===== config.mk =====
export PLATFORM = sky130hd
export DESIGN_NAME = branch_resolver
export DESIGN_NICKNAME = d
export VERILOG_FILES = /design/src/rtl/branch_resolver_pkg.sv /design/src/rtl/branch_resolver_condition_eval.sv /design/src/rtl/branch_resolver.sv
export SDC_FILE = /design/constraint.sdc
export NUM_CORES = 1
export LEC_CHECK = 0
export CORE_MARGIN = 1
export CORE_UTILIZATION = 50
export CTS_BUF_LIST = sky130_fd_sc_hd__clkbuf_8
export DETAILED_ROUTE_END_ITERATION = 6
export GPL_ROUTABILITY_DRIVEN = 1
export MAX_ROUTING_LAYER = met4
export PLACE_DENSITY = 0.67
export SLEW_MARGIN = 15
export SYNTH_ARGS = -nofsm -noshare
export SYNTH_HDL_FRONTEND = slang
export SYNTH_SLANG_ARGS = --single-unit

===== constraint.sdc =====
create_clock -name clock -period 4 [get_ports clock]
set_input_delay 0.8 -clock clock [delete_from_list [all_inputs] [get_ports clock]]
set_output_delay 0.8 -clock clock [all_outputs]
set_load 0.02 [all_outputs]

===== src/rtl/branch_resolver_pkg.sv =====
// Shared types for the branch resolver: condition encodings, field widths
// and the per-thread branch entry record.
package branch_resolver_pkg;

    localparam int COND_WIDTH  = 3;
    localparam int BR_PC_WIDTH = 10;

    // Codes 6 and 7 are storable but evaluate as never-taken.
    typedef enum logic [COND_WIDTH-1:0] {
        COND_NEVER    = 3'd0,
        COND_ALWAYS   = 3'd1,
        COND_ZERO     = 3'd2,
        COND_NONZERO  = 3'd3,
        COND_NEGATIVE = 3'd4,
        COND_POSITIVE = 3'd5
    } cond_e;

    // Condition is kept as a raw field so unused codes survive a write.
    typedef struct packed {
        logic                   valid;
        logic [BR_PC_WIDTH-1:0] origin;
        logic [BR_PC_WIDTH-1:0] destination;
        logic [COND_WIDTH-1:0]  condition;
        logic                   cancel;
    } entry_t;

endpackage


===== src/rtl/branch_resolver_condition_eval.sv =====
// Combinational branch condition evaluation against the thread's result flags.
module branch_condition_eval
    import branch_resolver_pkg::*;
(
    input  logic [COND_WIDTH-1:0] condition,
    input  logic                  flag_zero,
    input  logic                  flag_negative,
    output logic                  cond_true
);

    // Decode the condition code; unknown codes never take the branch.
    always_comb begin
        cond_true = 1'b0;
        case (condition)
            COND_NEVER:    cond_true = 1'b0;
            COND_ALWAYS:   cond_true = 1'b1;
            COND_ZERO:     cond_true = flag_zero;
            COND_NONZERO:  cond_true = ~flag_zero;
            COND_NEGATIVE: cond_true = flag_negative;
            COND_POSITIVE: cond_true = ~flag_zero & ~flag_negative;
            default:       cond_true = 1'b0;
        endcase
    end

endmodule


===== src/rtl/branch_resolver.sv =====
// Branch resolver: per-thread branch table in front of the PC controller.
// Stage 0 matches the issued pc against the current thread's entries,
// stage 1 evaluates the condition, outputs are registered (2-cycle latency).
// Optional macro BRANCH_RESOLVER_TAKEN_COUNT_EN builds the taken-branch counter;
// without it taken_count is constant 0.
// The PC field width of the stored entries comes from the shared package, so
// PC_WIDTH is expected to stay at BR_PC_WIDTH.
module branch_resolver
    import branch_resolver_pkg::*;
#(
    parameter int PC_WIDTH           = BR_PC_WIDTH,
    parameter int THREAD_COUNT       = 8,
    parameter int THREAD_COUNT_WIDTH = 3,
    parameter int BRANCH_COUNT       = 4,
    parameter int BRANCH_COUNT_WIDTH = 2,
    parameter int INITIAL_THREAD     = 0
)(
    input  logic                          clock,
    input  logic                          reset_n,
    input  logic [PC_WIDTH-1:0]           pc,
    input  logic                          flag_zero,
    input  logic                          flag_negative,
    input  logic                          cfg_wren,
    input  logic [THREAD_COUNT_WIDTH-1:0] cfg_thread,
    input  logic [BRANCH_COUNT_WIDTH-1:0] cfg_entry,
    input  logic                          cfg_valid,
    input  logic [PC_WIDTH-1:0]           cfg_origin,
    input  logic [PC_WIDTH-1:0]           cfg_destination,
    input  logic [COND_WIDTH-1:0]         cfg_condition,
    input  logic                          cfg_cancel,
    output logic                          jump,
    output logic [PC_WIDTH-1:0]           jump_destination,
    output logic                          cancel,
    output logic [31:0]                   taken_count
);

    entry_t                        entries_r [THREAD_COUNT][BRANCH_COUNT];
    logic [THREAD_COUNT_WIDTH-1:0] thread_r;

    logic [BRANCH_COUNT-1:0]       match_s;
    logic [BRANCH_COUNT_WIDTH-1:0] sel_s;
    logic                          hit_s;
    entry_t                        sel_entry_s;

    logic                          s1_hit_r;
    logic [PC_WIDTH-1:0]           s1_dest_r;
    logic [COND_WIDTH-1:0]         s1_cond_r;
    logic                          s1_cancel_r;

    logic                          cond_true_s;
    logic                          taken_s;

    logic                          jump_r;
    logic [PC_WIDTH-1:0]           dest_r;
    logic                          cancel_r;

    // Round-robin thread counter; holds INITIAL_THREAD for the first cycle after reset.
    always_ff @(posedge clock or negedge reset_n) begin
        if (!reset_n) begin
            thread_r <= THREAD_COUNT_WIDTH'(INITIAL_THREAD);
        end else if (thread_r == THREAD_COUNT_WIDTH'(THREAD_COUNT - 1)) begin
            thread_r <= {THREAD_COUNT_WIDTH{1'b0}};
        end else begin
            thread_r <= thread_r + THREAD_COUNT_WIDTH'(1);
        end
    end

    // Entry table; a write commits at the edge so a same-cycle lookup sees old contents.
    always_ff @(posedge clock or negedge reset_n) begin
        if (!reset_n) begin
            for (int t = 0; t < THREAD_COUNT; t++) begin
                for (int e = 0; e < BRANCH_COUNT; e++) begin
                    entries_r[t][e] <= '0;
                end
            end
        end else if (cfg_wren) begin
            entries_r[cfg_thread][cfg_entry] <= '{valid:       cfg_valid,
                                                 origin:      cfg_origin,
                                                 destination: cfg_destination,
                                                 condition:   cfg_condition,
                                                 cancel:      cfg_cancel};
        end
    end

    // Stage 0 lookup: exact origin match on valid entries, lowest index wins.
    always_comb begin
        match_s = {BRANCH_COUNT{1'b0}};
        sel_s   = {BRANCH_COUNT_WIDTH{1'b0}};
        for (int i = 0; i < BRANCH_COUNT; i++) begin
            match_s[i] = entries_r[thread_r][i].valid &&
                         (entries_r[thread_r][i].origin == pc);
        end
        for (int i = BRANCH_COUNT - 1; i >= 0; i--) begin
            sel_s = match_s[i] ? BRANCH_COUNT_WIDTH'(i) : sel_s;
        end
        hit_s       = |match_s;
        sel_entry_s = entries_r[thread_r][sel_s];
    end

    // Stage 1 registers: snapshot of the winning entry, immune to later config writes.
    always_ff @(posedge clock or negedge reset_n) begin
        if (!reset_n) begin
            s1_hit_r    <= 1'b0;
            s1_dest_r   <= {PC_WIDTH{1'b0}};
            s1_cond_r   <= {COND_WIDTH{1'b0}};
            s1_cancel_r <= 1'b0;
        end else begin
            s1_hit_r    <= hit_s;
            s1_dest_r   <= sel_entry_s.destination;
            s1_cond_r   <= sel_entry_s.condition;
            s1_cancel_r <= sel_entry_s.cancel;
        end
    end

    branch_condition_eval u_cond_eval (
        .condition     (s1_cond_r),
        .flag_zero     (flag_zero),
        .flag_negative (flag_negative),
        .cond_true     (cond_true_s)
    );

    assign taken_s = s1_hit_r & cond_true_s;

    // Output registers; destination and cancel are zeroed whenever the branch is not taken.
    always_ff @(posedge clock or negedge reset_n) begin
        if (!reset_n) begin
            jump_r   <= 1'b0;
            dest_r   <= {PC_WIDTH{1'b0}};
            cancel_r <= 1'b0;
        end else begin
            jump_r   <= taken_s;
            dest_r   <= taken_s ? s1_dest_r : {PC_WIDTH{1'b0}};
            cancel_r <= taken_s & s1_cancel_r;
        end
    end

    assign jump             = jump_r;
    assign jump_destination = dest_r;
    assign cancel           = cancel_r;

`ifdef BRANCH_RESOLVER_TAKEN_COUNT_EN
    logic [31:0] taken_count_r;

    // Taken counter, advancing on the same edge that registers jump high.
    always_ff @(posedge clock or negedge reset_n) begin
        if (!reset_n) begin
            taken_count_r <= 32'd0;
        end else if (taken_s) begin
            taken_count_r <= taken_count_r + 32'd1;
        end
    end

    assign taken_count = taken_count_r;
`else
    assign taken_count = 32'd0;
`endif

endmodule


; ---- Yosys cells after proc, flatten, opt, wreduce, memory -nomap -nowiden
; Cells that the tools add are included.
[word_totals]
register_bits = 830
inputBits = 45
out_inout_bits = 44
elab_cells = 219
[classes]
add_sub_neg = 1
magnitude_cmp = 6
n_eq_ne = 10
n_mux = 18
bitwise = 9
reduce_logical = 7
[op_table]
columns = cell, count
row1 = $bwmux 800, 1
row2 = $bmux 100 s3, 1
row3 = $demux 100 s3, 1
row4 = $mux 100, 3
row5 = $bmux 25 s2, 1
row6 = $demux 25 s2, 1
row7 = $eq 10x10->1, 4
row8 = $mux 14, 2
row9 = $mux 25, 1
row10 = $mux 10, 1
row11 = $eq 3x3->1 const B, 3
row12 = $ge 4x4->1 const B, 2
row13 = $mux 2, 4
row14 = $not 3->4, 2
row15 = $eq 3x2->1 const B, 2
row16 = $ge 3x3->1 const B, 2
row17 = $logic_and 1x1->1, 6
row18 = $not 2->3, 2
row19 = $pmux 1 s5, 1
row20 = $lt 4x1->1 const B, 1
row21 = $reduce_or 4->1, 1
row22 = $add 3x1->3 const B, 1
row23 = $and 1x1->1, 3
row24 = $eq 3x1->1 const B, 1
row25 = 3 further kinds, 4

; ---- Logic depth before layout (Yosys ltp)
; Gate-level depths: netlist of the first run.
[depth]
depth_word = 14
ltp_mapped = 15
depth_no_buf = 9

; ---- Hierarchy
; Synthesis of the first run repeated with hierarchy kept, for this count alone.
[hier_totals]
cells_unflattened = 2406
area_unflattened_um2 = 37922.6
[modules_own_cells]
columns = mod, instances, cells_each, area_per_inst_um2, seq_area_each_um2
row1 = branch_resolver, 1, 2400, 37882.6, 20769.9
row2 = branch_condition_eval, 1, 6, 40.0, 0.0

; ---- Worst setup path after synthesis of the first run
; Ideal clock, no wire load.
[synth_path]
kind = reg2reg
startpoint = reg thread_r[0]
endpoint = reg s1_dest_r[2]
arrival_ns = 2.816
path_slack_ns = 1.059
path_stages_with_launch = 14
n_path_buf = 4
cell_sequence = dfrtp_1 -> buf_6 -> buf_2 -> mux4_2 -> mux2i_1 -> xor2_1 -> nand3_1 -> nor4_2 -> a21oi_1 -> or2_1 -> buf_6 -> buf_12 -> mux2i_1 -> mux2_2
[synth_lines]
columns = item, line
row1 = start: declaration, branch_resolver.sv:38  ; logic [THREAD_COUNT_WIDTH-1:0] thread_r;
row2 = start signal: assignment, branch_resolver.sv:60  ; thread_r <= THREAD_COUNT_WIDTH'(INITIAL_THREAD);
row3 = start signal: assignment, branch_resolver.sv:62  ; thread_r <= {THREAD_COUNT_WIDTH{1'b0}};
row4 = start signal: assignment, branch_resolver.sv:64  ; thread_r <= thread_r + THREAD_COUNT_WIDTH'(1);
row5 = end signal: assignment, branch_resolver.sv:104  ; s1_dest_r <= {PC_WIDTH{1'b0}};
row6 = end signal: assignment, branch_resolver.sv:109  ; s1_dest_r <= sel_entry_s.destination;
row7 = end: declaration, branch_resolver.sv:46  ; logic [PC_WIDTH-1:0] s1_dest_r;

==> key figures, run 1 <==
Outcome
  – Status: finished, final reports clean

Final layout
  – Commonest non-fill, non-tap cell in the layout: dfrtp_1
  – NumNets Final: 2,515
  – Layout cells sized above 1: a little over half
  – Synthesis-to-finish area growth: 12.46%
  – Fillers: 5,819
  – Leading cell types in the layout, fill and taps excluded: 827 x dfrtp_1, 816 x mux2_2, 184 x mux4_2

STA
  – Setup TNS: 0 ns
  – Slew headroom: 20.84%
  – Tmin final: 3.654 ns
  – Hold WS: about 0.056 ns
  – Final period util: 91.36%
  – Unrepaired setup endpoints after global routing: no
  – Clk_skew: roughly 0.023 ns
  – Final hold violations: 0
  – Setup Viol. Count Final: 0
  – Final Max Tran Viols: 0
  – Least-Margin Pin Slew: 1.184 ns
  – Max Clock Freq: 273.6 MHz

Detailed routing
  – First DRT Iteration DRCs: 1,176
  – DR pass1 iterations: 4
  – Drt via density: 6.016
  – Drt drc: 0
  – Routed length per instance: 27.43 um
  – Antenna-violating nets left: 0
  – Total wire length: between 90 and 100 mm
  – Routed vias: 21,280

Yosys
  – Main synth FF type: dfrtp_1
  – Xor and xnor area share after synthesis: less than 1%
  – Seq/Total Area, Yosys: 54.83%
  – Post-synthesis adder-cell area fraction: less than 1%
  – Synth Instances: 2,392
  – Multiplexer share of the synthesized area: between 30 and 40%
  – Post-synthesis compound-gate area fraction: 0.6111%
  – Post-synth EDFFs: 0
  – Average size of a mapped cell: 15.84 um^2
  – Synthesized area: approximately 0.038 mm^2
  – Synth Warn #: 0
  – Cell variety after synth: 50
  – Simple-gate share of the synthesized area: roughly 1.4%
  – Flops & latches, synth: 830
  – FFs w/ async S/R, synth: 100.0%
  – Largest family of logic cells by synthesized area: multiplexers

Floorplanning
  – # IOs: 89
  – Starting Density: between 50% and 60%
  – Row count: 100
  – Core area: 0.07470 mm^2
  – Die X: 277.2 um
  – Die height: approximately 280 um
  – Die Area: about 0.077 mm^2

Global routing
  – Gr usage total: 27.06%
  – Largest net degree at the start of global routing: 110
  – Global-route wire length before repair: ~150 mm
  – Initial antenna violation count: 3
  – Vias in the first global route: around 23,000
  – Grt total ovfl: 0

Power and ir drop
  – Leakage: around 19 nW
  – Worst vdd ir: 0.2496 mV
  – Cell Pwr Density: 498.7 mW/mm^2

CTS
  – Clock buffer depth: 3
  – H-tree Lvls: 4
  – Worst skew pair latency: 0.78 ns
  – Sinks on Clock Net: 830
  – Root buffer cell: clkbuf_8
  – Num CTS Buffers: 140
  – CTS clock-pin slew for the worst setup and hold paths: approximately 0.06 ns
  – CTS tree: done

Worst setup path
  – Worst Path Required: about 4.7 ns
  – Setup CP Type: flip-flop to flip-flop
  – CP endpoint kind: flip-flop
  – WP data arrival: 4.32 ns
  – Worst-path fanout max: 28
  – Worst setup path startpoint: thread_r[2]
  – Crit start category: flip-flop
  – Reg2Reg Launch Point: thread_r[2]

Placement
  – DP Wirelength: 56.35 mm
  – Port bufs: 56
  – GPL Wtd Cong: 0.8087

Hold path
  – HP Class: input pin to asynchronous set/reset pin

Run
  – Max-Cap Viols: 0
registers in the layout, summed over array words and instances, names as in the netlist:
| signal | count |
|---|---|
| s1_dest_r | 10 |
| jump | 1 |
| s1_hit_r | 1 |
| s1_cancel_r | 1 |
| jump_destination | 10 |
| thread_r | 3 |
| cancel | 1 |
| entries_r | 800 |
| s1_cond_r | 3 |
synth_stat cells (6+ instances only):
cell type  instances  area share (%)
dfrtp_1          830              55
mux2_2           816              24
mux4_2           184              11
clkbuf_1         170             1.7
mux2i_1          148             3.9
buf_4             38            0.75
xor2_1            30            0.69
buf_2             28            0.37
nor2_1            21            0.21
nand2_1           20            0.20
and2_1            12            0.20
a22oi_1            9            0.18
nand3_1            8            0.11
nand3b_1           6            0.12
worst max-delay path: stages, from the launching register on:
cell and delay, ns:
dfrtp_4 0.70, buf_4 0.26, buf_4 0.34, mux2i_1 0.12, a221oi_1 0.33, xor2_1 0.18, nor4_2 0.46, a21oi_1 0.12
or2_2 0.32, buf_12 0.19, mux2i_1 0.15, mux2_2 0.29
routing by layer:
| metal | share of wire (%) | track usage [%] |
|---|---|---|
| met5 | 0 | - |
| met4 | 2.9 | 9.473 |
| met3 | 4.1 | 4.134 |
| met2 | 50 | 43.18 |
| met1 | 43 | 35.42 |
area by class of cell:
cell class | instances | area [um^2] | share of cell area [%]
clock buffers | 173 | 2381 | 5.589
inverters | 1 | 3.754 | 0.008811
repair buffers | 149 | 1702 | 3.994
diodes | 3 | 7.507 | 0.01762
clock inverters | 66 | 320.3 | 0.7519
flip-flops and latches | 830 | 20780 | 48.78
multi-input cells | 1346 | 16190 | 38.01
well taps | 969 | 1212 | 2.846
power by group:
group / total, mW / internal, mW / switching (mW)
registers: 10.8 / 10.0 / 0.791
clock network: 7.31 / 3.90 / 3.41
logic: 3.14 / 1.96 / 1.18
metrics by stage:
step	area, um^2	setup slack, ns	total power [mW]	util (%)	instances
global route	42600	0.1433	22.29	57.03	3537
CTS	42600	0.2114	21.49	57.03	3532
floorplan	38000	1.059	13.07	-	2423
detailed placement	39900	0.2267	14.12	53.41	3293
finish	42600	0.3456	21.25	57.03	3537
global placement	39900	0.2469	13.87	53.42	3293
cell families after synthesis:
logic type | after synthesis
xor+xnor | 35
simple gates | 97
fa+ha+maj | 2
compound gates | 32
flops | 830
mux | 1148
other cells | 1
buf+inv | 247
what timing repair did:
action / in CTS / in global routing
gates resized for setup: 0 / 0
setup buffers: 0 / 2
hold buffers: 0 / 0
setup endpoints to repair: 0 / 9
final timing paths:
| kind | to | slack [ns] | cells after the start |
|---|---|---|---|
| max in group asynchronous | entries_r[316] | 2.85 | 2 |
| min reg2reg | jump_destination[5] | 0.49 | 1 |
| max | s1_dest_r[4] | 0.35 | 11 |
| min | entries_r[282] | 0.06 | 1 |
| max reg2reg | s1_dest_r[4] | 0.35 | 11 |
| min in group clock | jump_destination[5] | 0.49 | 1 |
Note: power is estimated with default switching activity, not from simulation.
==> run 2, diff against run 1 <==
--- a/config.mk
+++ b/config.mk
@@ -12,6 +12,7 @@
 export GPL_ROUTABILITY_DRIVEN = 1
 export MAX_ROUTING_LAYER = met4
 export PLACE_DENSITY = 0.67
+export RECOVER_POWER = 100
 export SLEW_MARGIN = 15
 export SYNTH_ARGS = -nofsm -noshare
 export SYNTH_HDL_FRONTEND = slang
==> constraint.sdc (replaced) <==
create_clock -name clock -period 3.85 [get_ports clock]
set_input_delay 0.77 -clock clock [delete_from_list [all_inputs] [get_ports clock]]
set_output_delay 0.77 -clock clock [all_outputs]
set_load 0.02 [all_outputs]
==> run 2 against run 1 <==
  * The flow now finishes with violations (capacitance limit, slew limit)
  * Sequential power increased by 4%
  * Sequential cell count unchanged
  * Critical path depth decreased by 5
  * Wire length increased by 0.39%
  * Sequential share of layout area increased by 0.20 points
  * Utilization decreased by 0.24 points
  * Largest power group unchanged
  * Highest routed layer unchanged
==> key figures, run 2 (synthesized netlist as in run 1, its figures left out) <==
Final layout
  – Layout cells sized above 1: 50.69% (was 52.16%)
  – Synthesis-to-finish area growth: 11.99% (was 12.46%)
  – Max reg flops: 800 (unchanged)
  – NumNets Final: 2,555 (was 2,515)
  – Commonest non-fill, non-tap cell in the layout: dfrtp_1 (unchanged)
  – Fillers: 5,882 (was 5,819)
  – Finished Core Util: 56.79% (was 57.03%)
  – Top reg by flops: entries_r (unchanged)
  – Leading cell types in the layout, fill and taps excluded: 827 x dfrtp_1, 816 x mux2_2, 184 x mux4_2 (unchanged)

Power and ir drop
  – Cell Pwr Density: 526.0 mW/mm^2 (was 498.7 mW/mm^2)
  – Leakage: 19.16 nW (was 19.12 nW)
  – Worst vdd ir: 0.3104 mV (was 0.2496 mV)

CTS
  – Num CTS Buffers: 144 (was 140)
  – H-tree Lvls: 4 (unchanged)
  – Root buffer cell: clkbuf_8 (unchanged)
  – CTS clock-pin slew for the worst setup and hold paths: 0.05 ns (was 0.06 ns)
  – Sinks on Clock Net: 830 (unchanged)
  – CTS tree: done (unchanged)
  – Worst skew pair latency: 0.78 ns (about the same)
  – Clock buffer depth: 3 (unchanged)

Global routing
  – Grt total ovfl: 0 (unchanged)
  – Gr usage total: 27.06% (about the same)
  – Initial antenna violation count: 2 (was 3)
  – Vias in the first global route: 23,580 (was 23,420)
  – Global-route wire length before repair: 150.1 mm (about the same)
  – Largest net degree at the start of global routing: 114 (was 110)

STA
  – Final Max Tran Viols: 269 (was 0)
  – Clk_skew: 0.02191 ns (was 0.02266 ns)
  – Setup TNS: 0 ns (unchanged)
  – Setup Viol. Count Final: 0 (unchanged)
  – Least-Margin Pin Slew: 3.523 ns (was 1.184 ns)
  – Tmin final: 3.727 ns
  – Slew headroom: -134.8% (was 20.84%)
  – Final hold violations: 0 (unchanged)
  – Max Clock Freq: 268.3 MHz
  – Unrepaired setup endpoints after global routing: no (unchanged)
  – Final period util: 96.80%

Floorplanning
  – # IOs: 89 (unchanged)
  – Die X: 277.2 um (unchanged)
  – Die height: 277.2 um (unchanged)
  – Core area: 0.07470 mm^2 (unchanged)
  – Die Area: 0.07686 mm^2 (unchanged)
  – Row count: 100 (unchanged)
  – Starting Density: 50.71% (unchanged)

Worst setup path
  – Setup CP Type: input pin to flip-flop (was flip-flop to flip-flop)
  – Reg2Reg Launch Point: thread_r[2] (unchanged)
  – CP endpoint kind: flip-flop (unchanged)
  – Cell chain of the critical path: dlygate4sd3_1 > nand2_1 > or2_0 > nor2_1 > clkbuf_2 > mux2_2 (was buf_4 > buf_4 > mux2i_1 > a221oi_1 > xor2_1 > nor4_2 > a21oi_1 > or2_2 > buf_12 > mux2i_1 > mux2_2)
  – Critical path's slowest cell: nor2_1 (was dfrtp_4)
  – Worst-path fanout max: 16 (was 28)
  – WP data arrival: 4.36 ns (was 4.32 ns)
  – CP max stage delay: 1.18 ns (was 0.70 ns)
  – Worst Path Required: 4.49 ns (was 4.66 ns)
  – Crit start category: input pin (was flip-flop)
  – Worst setup path startpoint: cfg_wren (was thread_r[2])

Detailed routing
  – Drt drc: 0 (unchanged)
  – Total wire length: 97.40 mm (was 97.02 mm)
  – Routed vias: 21,430 (was 21,280)
  – First DRT Iteration DRCs: 1,151 (was 1,176)
  – Highest Signal Layer: met4 (unchanged)
  – Drt via density: 5.987 (was 6.016)
  – M1 WL: 42.03 mm (was 41.82 mm)
  – DR pass1 iterations: 5 (was 4)
  – Antenna-violating nets left: 0 (unchanged)
  – Met2 routed WL: 48.62 mm (was 48.45 mm)
  – Met3 WL: 3.948 mm (was 3.962 mm)
  – Routed length per instance: 27.21 um (was 27.43 um)

Run
  – Max-Cap Viols: 11 (was 0)

Outcome
  – Status: complete, but fails checks (was finished, final reports clean)
  – Failing checks: capacitance limit, slew limit

Hold path
  – HP Class: flip-flop to flip-flop (was input pin to asynchronous set/reset pin)
  – HP Start: entries_r[391]

Placement
  – GPL Wtd Cong: 0.8089 (was 0.8087)
  – DP Wirelength: 58.51 mm (was 56.35 mm)
  – Port bufs: 56 (unchanged)
## run 2: timing repair
action                                  4_1_cts  5_1_grt
endpoints found under the setup margin       14       13
gates resized for setup                       1        2
cloned                                        0        0
pin swaps                                     0        0
setup buffers                                 1        5
hold buffers                                  0        0
## run 2: report_power, final
part           internal (mW)  leakage (nW)  total (mW)  switching, mW
Clock                   4.28          1.62        7.81           3.53
Combinational           2.05          6.92        3.29           1.24
Sequential              10.4          10.6        11.2          0.825
## run 2: final timing paths
check / to / slack [ns] / depth (start not counted)
min in group asynchronous: entries_r[331] / 1.19 / 1
setup / recovery: entries_r[171] / 0.12 / 6
max in group asynchronous: entries_r[180] / 0.54 / 2
hold reg to reg: entries_r[391] / 0.50 / 1
hold / removal: entries_r[391] / 0.50 / 1
setup reg to reg: s1_dest_r[6] / 0.15 / 11
## run 2: area by class of cell
cell class              instances  area [um^2]  share of cell area (%)
clock inverters                71        387.9                  0.9143
repair buffers                185         1495                   3.524
flip-flops and latches        830        20780                   48.99
inverters                       1        3.754                0.008848
clock buffers                 175         2409                   5.677
well taps                     969         1212                   2.858
multi-input cells            1346        16130                   38.02
diodes                          2        5.005                 0.01180
## run 2: layer usage
metal | track usage (%) | vias up
met5 | - | -
met4 | 9.402 | 0
met3 | 3.864 | 201
met2 | 43.71 | 495
met1 | 35.11 | 11750
li1 | - | 8982
## run 2: per-stage QoR
| step | instance area, um^2 | worst slack, ns | total power [mW] | hold WS, ns | instances |
|---|---|---|---|---|---|
| finish | 42420 | 0.1230 | 22.32 | 0.4989 | 3579 |
| CTS | 42840 | 0.06211 | 22.56 | 0.1420 | 3572 |
| global route | 42420 | 0.004676 | 23.37 | 0.5048 | 3579 |
| detailed placement | 40020 | -0.1893 | 14.71 | 0.4782 | 3325 |
| global placement | 40020 | -0.1461 | 14.42 | 0.4810 | 3325 |
| floorplan | 38000 | 0.9090 | 13.58 | 0.4277 | 2423 |
## run 2: critical path, delay by kind of cell
family	cells	cell delay [ns]
buf+inv	2	1.48
mux	1	0.41
simple gates	3	1.68
